$ cat src/rtl/video_timing_pkg.sv
// rtl/video_timing_pkg.sv - shared states, default 1600x900 timing and axis timing helper
package video_timing_pkg;

  typedef enum logic [1:0] {
    VTG_IDLE  = 2'd0,
    VTG_RUN   = 2'd1,
    VTG_DRAIN = 2'd2
  } vtg_state_t;

  localparam int VTG_CNT_W     = 11;
  localparam int VTG_MAX_TOTAL = 2048;

  localparam int VTG_HRES = 1600;
  localparam int VTG_VRES = 900;
  localparam int VTG_H_FP = 24;
  localparam int VTG_H_SW = 80;
  localparam int VTG_H_BP = 96;
  localparam int VTG_V_FP = 1;
  localparam int VTG_V_SW = 3;
  localparam int VTG_V_BP = 96;
  localparam bit VTG_SYNC_POL = 1'b1;

  typedef struct packed {
    int total;
    int sync_start;
    int sync_end;
  } vtg_axis_t;

  // Total length and sync window [sync_start, sync_end) of one raster axis.
  function automatic vtg_axis_t vtg_axis_timing(input int act, input int fp, input int sw, input int bp);
    vtg_axis_t t;
    t.total      = act + fp + sw + bp;
    t.sync_start = act + fp;
    t.sync_end   = act + fp + sw;
    return t;
  endfunction

endpackage

$ cat src/rtl/video_axis_counter.sv
// rtl/video_axis_counter.sv - wrap counter with clear, wrap pulse and registered window decode
module video_axis_counter
  import video_timing_pkg::*;
#(
  parameter int CNT_W      = VTG_CNT_W,
  parameter int MAX        = 1800,
  parameter int ACT_END    = 1600,
  parameter int SYNC_START = 1624,
  parameter int SYNC_END   = 1704
) (
  input  logic             clk,
  input  logic             rst,
  input  logic             en,
  input  logic             clr,
  output logic [CNT_W-1:0] cnt,
  output logic [CNT_W-1:0] cnt_next,
  output logic             wrap,
  output logic             active,
  output logic             sync
);

  localparam logic [CNT_W-1:0] LAST   = CNT_W'(MAX - 1);
  localparam logic [CNT_W:0]   ACT_L  = (CNT_W + 1)'(ACT_END);
  localparam logic [CNT_W:0]   SS_L   = (CNT_W + 1)'(SYNC_START);
  localparam logic [CNT_W:0]   SE_L   = (CNT_W + 1)'(SYNC_END);

  logic [CNT_W:0] next_ext;

  assign wrap     = en && (cnt == LAST);
  assign next_ext = {1'b0, cnt_next};

  // Next count: clear dominates, then wrap, then increment.
  always_comb begin
    cnt_next = cnt;
    if (clr) begin
      cnt_next = '0;
    end else if (wrap) begin
      cnt_next = '0;
    end else if (en) begin
      cnt_next = cnt + 1'b1;
    end
  end

  // Count register plus window flags decoded from the next count so they align with it.
  always_ff @(posedge clk or negedge rst) begin
    if (!rst) begin
      cnt    <= '0;
      active <= 1'b0;
      sync   <= 1'b0;
    end else begin
      cnt    <= cnt_next;
      active <= !clr && (next_ext < ACT_L);
      sync   <= !clr && (next_ext >= SS_L) && (next_ext < SE_L);
    end
  end

endmodule

$ cat src/rtl/video_timing_ctrl.sv
// rtl/video_timing_ctrl.sv - start/stop raster timing sequencer; optional frame_cnt under VTG_FRAME_CNT_EN
module video_timing_ctrl
  import video_timing_pkg::*;
#(
  parameter int HRES     = VTG_HRES,
  parameter int VRES     = VTG_VRES,
  parameter int H_FP     = VTG_H_FP,
  parameter int H_SW     = VTG_H_SW,
  parameter int H_BP     = VTG_H_BP,
  parameter int V_FP     = VTG_V_FP,
  parameter int V_SW     = VTG_V_SW,
  parameter int V_BP     = VTG_V_BP,
  parameter bit SYNC_POL = VTG_SYNC_POL
) (
  input  logic                 clk,
  input  logic                 rst,
  input  logic                 start,
  input  logic                 stop,
  output logic                 busy,
  output logic [VTG_CNT_W-1:0] h_cnt,
  output logic [VTG_CNT_W-1:0] v_cnt,
  output logic                 dv,
  output logic                 hs,
  output logic                 vs,
  output logic                 frame_start,
  output logic                 line_start
`ifdef VTG_FRAME_CNT_EN
  ,
  output logic [15:0]          frame_cnt
`endif
);

  localparam vtg_axis_t H_T = vtg_axis_timing(HRES, H_FP, H_SW, H_BP);
  localparam vtg_axis_t V_T = vtg_axis_timing(VRES, V_FP, V_SW, V_BP);
  localparam logic [VTG_CNT_W:0] VRES_L = (VTG_CNT_W + 1)'(VRES);

  if (H_T.total > VTG_MAX_TOTAL) begin : g_htotal_too_big
    $error("video_timing_ctrl: HTOTAL exceeds 2048");
  end
  if (V_T.total > VTG_MAX_TOTAL) begin : g_vtotal_too_big
    $error("video_timing_ctrl: VTOTAL exceeds 2048");
  end

  vtg_state_t state, next_state;
  logic run_now, run_next, last_pix;
  logic h_wrap, v_wrap, h_act, v_act, h_sync, v_sync;
  logic [VTG_CNT_W-1:0] h_next, v_next;

  assign run_now  = (state != VTG_IDLE);
  assign run_next = (next_state != VTG_IDLE);
  assign last_pix = h_wrap && v_wrap;

  // State register.
  always_ff @(posedge clk or negedge rst) begin
    if (!rst) begin
      state <= VTG_IDLE;
    end else begin
      state <= next_state;
    end
  end

  // Next state: stop wins in RUN, start cancels a pending drain, drain ends on the last pixel.
  always_comb begin
    next_state = state;
    case (state)
      VTG_IDLE:  if (start && !stop) next_state = VTG_RUN;
      VTG_RUN:   if (stop) next_state = VTG_DRAIN;
      VTG_DRAIN: begin
        if (start) begin
          next_state = VTG_RUN;
        end else if (last_pix) begin
          next_state = VTG_IDLE;
        end
      end
      default:   next_state = VTG_IDLE;
    endcase
  end

  video_axis_counter #(
    .CNT_W      (VTG_CNT_W),
    .MAX        (H_T.total),
    .ACT_END    (HRES),
    .SYNC_START (H_T.sync_start),
    .SYNC_END   (H_T.sync_end)
  ) u_h_axis (
    .clk      (clk),
    .rst      (rst),
    .en       (run_now),
    .clr      (!run_next),
    .cnt      (h_cnt),
    .cnt_next (h_next),
    .wrap     (h_wrap),
    .active   (h_act),
    .sync     (h_sync)
  );

  video_axis_counter #(
    .CNT_W      (VTG_CNT_W),
    .MAX        (V_T.total),
    .ACT_END    (VRES),
    .SYNC_START (V_T.sync_start),
    .SYNC_END   (V_T.sync_end)
  ) u_v_axis (
    .clk      (clk),
    .rst      (rst),
    .en       (run_now && h_wrap),
    .clr      (!run_next),
    .cnt      (v_cnt),
    .cnt_next (v_next),
    .wrap     (v_wrap),
    .active   (v_act),
    .sync     (v_sync)
  );

  assign dv = h_act && v_act;
  assign hs = SYNC_POL ? h_sync : !h_sync;
  assign vs = SYNC_POL ? v_sync : !v_sync;

  // Busy and start pulses registered from the next state and next counts.
  always_ff @(posedge clk or negedge rst) begin
    if (!rst) begin
      busy        <= 1'b0;
      frame_start <= 1'b0;
      line_start  <= 1'b0;
    end else begin
      busy        <= run_next;
      frame_start <= run_next && (h_next == '0) && (v_next == '0);
      line_start  <= run_next && (h_next == '0) && ({1'b0, v_next} < VRES_L);
    end
  end

`ifdef VTG_FRAME_CNT_EN
  // Completed-frame counter, bumped after each final pixel.
  always_ff @(posedge clk or negedge rst) begin
    if (!rst) begin
      frame_cnt <= 16'd0;
    end else if (run_now && last_pix) begin
      frame_cnt <= frame_cnt + 16'd1;
    end
  end
`endif

endmodule

$ cat config.mk
export PLATFORM = sky130hd
export DESIGN_NAME = video_timing_ctrl
export DESIGN_NICKNAME = d
export VERILOG_FILES = /design/src/rtl/video_timing_pkg.sv /design/src/rtl/video_axis_counter.sv /design/src/rtl/video_timing_ctrl.sv
export SDC_FILE = /design/constraint.sdc
export NUM_CORES = 1
export LEC_CHECK = 0
export BUFFER_PORTS_ARGS = -buffer_cell sky130_fd_sc_hd__buf_2
export CAP_MARGIN = 20
export CELL_PAD_IN_SITES_DETAIL_PLACEMENT = 0
export CELL_PAD_IN_SITES_GLOBAL_PLACEMENT = 1
export CORE_MARGIN = 2
export CORE_UTILIZATION = 38
export CTS_BUF_LIST = sky130_fd_sc_hd__clkbuf_16
export DETAILED_ROUTE_END_ITERATION = 8
export PLACE_DENSITY = 0.76
export SLEW_MARGIN = 40
export SYNTH_ARGS = -nofsm -noshare
export SYNTH_HDL_FRONTEND = slang
export SYNTH_SLANG_ARGS = --single-unit
$ cat constraint.sdc
create_clock -name clk -period 2.9 [get_ports clk]
set_clock_uncertainty 0.2 [all_clocks]
set_input_delay 0.58 -clock clk [delete_from_list [all_inputs] [get_ports clk]]
set_output_delay 0.58 -clock clk [all_outputs]
set_load 0.02 [all_outputs]
-- Yosys cells after proc, flatten, opt, wreduce, memory -nomap -nowiden
Index checks and enable logic that the tools add are counted.
- add/subtract/negate cells: 2
- $lt $le $gt $ge: 6
- eq/ne operators: 4
- mux-type cells: 11
- reductions and logical operators: 21
- operators with widths (cell ; count):
    $mux 11 ; 6
    $add 11x1->11 const B ; 2
    $logic_not 11->1 ; 2
    $lt 11x10->1 const B ; 2
    $lt 11x11->1 const B ; 2
    $logic_and 1x1->1 ; 15
    $eq 11x10->1 const B ; 1
    $eq 11x11->1 const B ; 1
    $ge 11x10->1 const B ; 1
    $ge 11x11->1 const B ; 1
    $mux 2 ; 4
    $pmux 2 s3 ; 1
    $reduce_bool 2->1 ; 2
    $eq 2x1->1 const B ; 1
    $eq 2x2->1 const B ; 1
    $logic_not 2->1 ; 1
    $logic_not 1->1 ; 1
- bits in registers: 31
- logic and storage cells: 54

-- Depth between registers and ports, before layout
- depth after elaboration: 13
- gate-level depth with buffers: 9
- gate-level depth less buffers: 8

-- Modules after synthesis
A second synthesis with hierarchy kept.
- cells, all modules: 195
- area, all modules: 1889.3 um2
- by module, submodules not included (module ; times used ; cells each ; area an instance (um2)):
    video_axis_counter at u_h_axis ; 1 ; 84 ; 799.5
    video_axis_counter at u_v_axis ; 1 ; 80 ; 787.0
    video_timing_ctrl ; 1 ; 31 ; 302.8

-- Least setup slack after synthesis
Ideal clock, no wire load.
- kind: reg-to-reg
- start point: register u_h_axis.cnt[3]
- end point: register frame_start
- arrival time: 2.687 ns
- data required time: 2.570 ns
- setup slack: -0.117 ns
- cell stages (with the launch flop): 9
- buffers on the path: 2
- clock period less this slack: 3.017 ns
- cell sequence: dfrtp_1 > buf_4 > or4_4 > or4_1 > buf_2 > or4_4 > and2_4 > o21ai_1 > nor4_1
- longest elaborated chain between the ends: 13
- elaborated cells between the ends (all ways): 20
- those cells by class: 1 x add/sub; 1 x eq/ne; 9 x mux; 9 x reduce/logical
- ends and longest elaborated chain (what ; RTL line ; text):
    start: declaration ; video_axis_counter.sv:15 ; output logic [CNT_W-1:0] cnt,
    start signal: assignment ; video_axis_counter.sv:51 ; cnt <= cnt_next;
    $eq 11x11->1 ; video_axis_counter.sv:29 ; assign wrap = en && (cnt == LAST);
    $logic_and 1x1->1 ; video_axis_counter.sv:29 ;
    $logic_and 1x1->1 ; video_timing_ctrl.sv:106 ; .en (run_now && h_wrap),
    $logic_and 1x1->1 ; video_axis_counter.sv:29 ;
    $logic_and 1x1->1 ; video_timing_ctrl.sv:51 ; assign last_pix = h_wrap && v_wrap;
    $mux 2 ; video_timing_ctrl.sv:71 ; end else if (last_pix) begin
    $mux 2 ; video_timing_ctrl.sv:69 ; if (start) begin
    $pmux 2 s3 ; video_timing_ctrl.sv:65 ; case (state)
    $reduce_bool 2->1 ; video_timing_ctrl.sv:50 ; assign run_next = (next_state != VTG_IDLE);
    $mux 11 ; video_axis_counter.sv:35 ; if (clr) begin
    $logic_not 11->1 ; video_timing_ctrl.sv:127 ; frame_start <= run_next && (h_next == '0) && (v_next == '0);
    $logic_and 1x1->1 ; video_timing_ctrl.sv:127 ;
    $logic_and 1x1->1 (*) ; video_timing_ctrl.sv:127 ;
    end signal: assignment ; video_timing_ctrl.sv:127 ;
    end: declaration ; video_timing_ctrl.sv:25 ; output logic frame_start,
Mark *: on every way between the ends. The rest lies on a longest branch, timed or not.

-- Worst setup path in the final report
- start point: register u_h_axis.cnt[0]
- end point: register u_v_axis.active
- longest elaborated chain between the ends: 12
- elaborated cells between the ends (all ways): 14
- those cells by class: 1 x order compare; 1 x eq/ne; 6 x mux; 6 x reduce/logical
- ends and longest elaborated chain (what ; RTL line ; text):
    $eq 11x11->1 (*) ; video_axis_counter.sv:29 ;
    $logic_and 1x1->1 (*) ; video_axis_counter.sv:29 ;
    $logic_and 1x1->1 ; video_timing_ctrl.sv:106 ;
    $logic_and 1x1->1 ; video_axis_counter.sv:29 ;
    $logic_and 1x1->1 ; video_timing_ctrl.sv:51 ;
    $mux 2 ; video_timing_ctrl.sv:71 ;
    $mux 2 ; video_timing_ctrl.sv:69 ;
    $pmux 2 s3 ; video_timing_ctrl.sv:65 ;
    $reduce_bool 2->1 ; video_timing_ctrl.sv:50 ;
    $mux 11 ; video_axis_counter.sv:35 ;
    $lt 11x10->1 ; video_axis_counter.sv:52 ; active <= !clr && (next_ext < ACT_L);
    $logic_and 1x1->1 (*) ; video_axis_counter.sv:52 ;
    end signal: assignment ; video_axis_counter.sv:52 ;
    end: declaration ; video_axis_counter.sv:18 ; output logic active,
Marks and branches as above.

==> metrics.md <==
| Metric | Value |
|---|---|
| Detailed Routing Iterations Pass 1 | 4 |
| Hold crit path type | input pin to asynchronous set/reset pin |
| Buf/Inv on CP | 0 |
| Hold_ws | 0.1449 ns |
| Die area | 5737 sq um |
| Sequential fraction of design power | 36.3% |
| Switching Power | 0.4927 mW |
| Max incr delay on CP | 0.68 ns |
| Initial core utilization | 38.78% |
| All-Layer GR Usage | 20.40% |
| Critical Path Source Type | register |
| Post-layout min period | 2.790 ns |
| Syn Nets | 228 |
| Crit-path cells | ha_1 -> o211ai_1 -> or4_4 -> or4_4 -> and2_4 -> o21ai_2 -> nor2_1 |
| I/O Buffers | 31 |
| Pleak | 1.125 nW |
| Initial antenna violation count | 0 |
| Biggest regs | u_h_axis.cnt x11, u_v_axis.cnt x11, state x2 |
| Crit path max-delay cell type | or4_4 |
| Unrepaired setup endpoints after global routing | true |
| Vias in the first global route | 1701 |
| Post-Syn Area | 1956 sq um |
| Commonest non-fill, non-tap cell in the layout | buf_2 |
| Number of routed nets with antenna violations | 0 |
| Fill cell count | 475 |
| Total inserted antenna cells | 0 |
| Critical path arrival | 2.74 ns |
| Number of flops mapped to enable cells by yosys | 0 |
| Remaining DRCs | 0 |
| Most frequent cells in the layout | buf_2, dfrtp_1, nor2_1 |
| Setup_tns | 0 ns |
| Total power | 1.455 mW |
| Final Hold Fails | 0 |
| Io pins | 32 |
| Layout Nets | 273 |
| Hold-fix buffers, CTS | 0 |
| Fin cells | 338 |
| Fmax | 358.4 MHz |
| Worst slew pin tran | 0.7131 ns |
| Final setup viols | 0 |
| Final worst path period share | 96.21% |
| Crit path required time | 2.85 ns |
| Setup bufs post-CTS | 0 |
| CTS clock-pin slew for the worst setup and hold paths | 0.06 ns |
| Worst-Skew Late Latency | 0.28 ns |
| Net Sw Frac | 33.86% |
| CTS H-Tree Depth | 2 |
| First-pass GRT wire length | 8.659 mm |
| CP Class | register to register |
| Ys Warns | 0 |
| Detailed Route Iter0 Violations | 111 |
| Routed WL | 5.449 mm |
| Die height | 75.74 microns |
| Gp weighted congestion | 0.8207 |
| Cell variety after synth | 54 |
| #FFs+latches synth | 31 |
| CP endpoint kind | register |
| Total number of vias | 1881 |
| Post-Syn Instances | 222 |
| Max cap viols | 0 |
| Most used flip-flop cell after synthesis | dfrtp_1 |
| Util after Layout | 49.06% |
| CP top delay family | simple AND/OR/NAND/NOR gates |
| TritonCTS clock tree | yes |
| Proportion of power drawn by combinational gates | 29.6% |
| Vias per std cell | 5.565 |
| Pwr dens | 588.3 nW/um^2 |
| CP most frequent cell | or4_4 |
| Post-CTS sizing | 0 |
| Register area share after synthesis | 39.67% |
| Syn Area/Cell | 8.809 sq um |
| Root Buffer | clkbuf_16 |
| Placed Instances | 330 |
| Relative slew slack | 52.46% |
| Layout area overhead | 26.49% |
| Async set-or-reset flop fraction in the synthesized netlist | 100.0% |
| CTS Buf Count | 5 |
| Status | completed |
| CTS Sinks | 31 |
| Layout cells sized above 1 | 27.99% |
| CORE AREA | 5042 sq um |
| Crit-path max FO | 8 |
| Cell Rows | 26 |
| VDD IR-drop max | 0.3892 mV |
| Grt ovf | 0 |
| CTS max path bufs | 2 |
| Largest net degree at the start of global routing | 32 |
| Clock Power Share | 34.1% |
| Int Pwr | 0.9626 mW |
| Final slew viol count | 0 |
| Die width | 75.74 microns |
| WL/cell | 16.12 microns |
| Post-DP HPWL | 3.876 mm |
Yosys cell counts (all sizes together) (4+ instances only):
cell / n / area share, %
buf: 5 / 1.7
o31ai: 4 / 1.5
inv: 4 / 0.77
and2: 8 / 2.7
nor3: 11 / 2.8
nor4: 7 / 3.0
dfrtp: 31 / 40
xor2: 7 / 3.1
o21ai: 10 / 2.6
xnor2: 5 / 2.2
nand4: 7 / 2.2
or4: 5 / 2.3
nor2: 27 / 5.2
nand3: 10 / 2.6
nand2b: 4 / 1.3
clkbuf: 9 / 1.8
nand2: 14 / 2.7
a31oi: 4 / 2.0
a21oi: 10 / 2.6
layer usage:
layer  wire (microns)  vias to the layer above  share of wire [%]  track usage (%)
met5                0                        -                  0                0
met4               75                        0                1.4            6.823
met3              224                       10                4.1            4.101
met2             2588                       54                 47            32.09
met1             2561                      908                 47            28.05
li1                 -                      909                  -                -
cell families (layout without fill, tap and decap cells):
group / after synthesis / after routing / share of synthesized area (%)
xor gates and xnor gates: 12 / 12 / 5.374
muxes: 1 / 1 / 0.5119
and+or+nand+nor: 111 / 111 / 32.05
AOI/OAI and AO/OA: 47 / 47 / 16.89
buffers and inverters: 18 / 64 / 4.222
adders and majority gates: 2 / 2 / 1.279
DFF: 31 / 31 / 39.67
power by group through the flow:
stage	Clock, mW	Sequential (mW)	Combinational (mW)
global placement	0	0.533	0.422
detailed placement	0	0.531	0.423
CTS	0.500	0.527	0.425
global route	0.521	0.534	0.475
finish	0.496	0.528	0.431
floorplan	0	0.575	0.218
metrics by stage:
stage	area [sq um]	worst slack [ns]
global route	2474	-0.04463
global placement	2307	0.2055
CTS	2445	0.08254
finish	2474	0.1098
floorplan	1988	-0.02827
detailed placement	2307	0.08025
cell type report:
type,count,area [sq um],area share [%]
Clock inverter,3,12.51,0.5058
Sequential cell,31,778.2,31.46
Multi-Input combinational cell,173,1142,46.18
Clock buffer,5,125.1,5.058
Inverter,4,15.01,0.6070
Tap cell,70,87.58,3.541
Timing Repair Buffer,52,312.8,12.65
path summary, 6_finish.rpt:
path                                 startpoint         endpoint  slack (ns)  cells past startpoint
worst max-delay path            u_h_axis.cnt[0]  u_v_axis.active        0.11                      7
worst min-delay path                        rst  u_h_axis.cnt[2]        0.14                      1
worst max register to register  u_h_axis.cnt[0]  u_v_axis.active        0.11                      7
worst min register to register  u_v_axis.cnt[1]  u_v_axis.cnt[1]        0.41                      2
max in group asynchronous                   rst  u_h_axis.cnt[3]        1.85                      1
min in group clk                          start         state[1]        0.33                      2
Note: power is estimated with default switching activity, not from simulation.
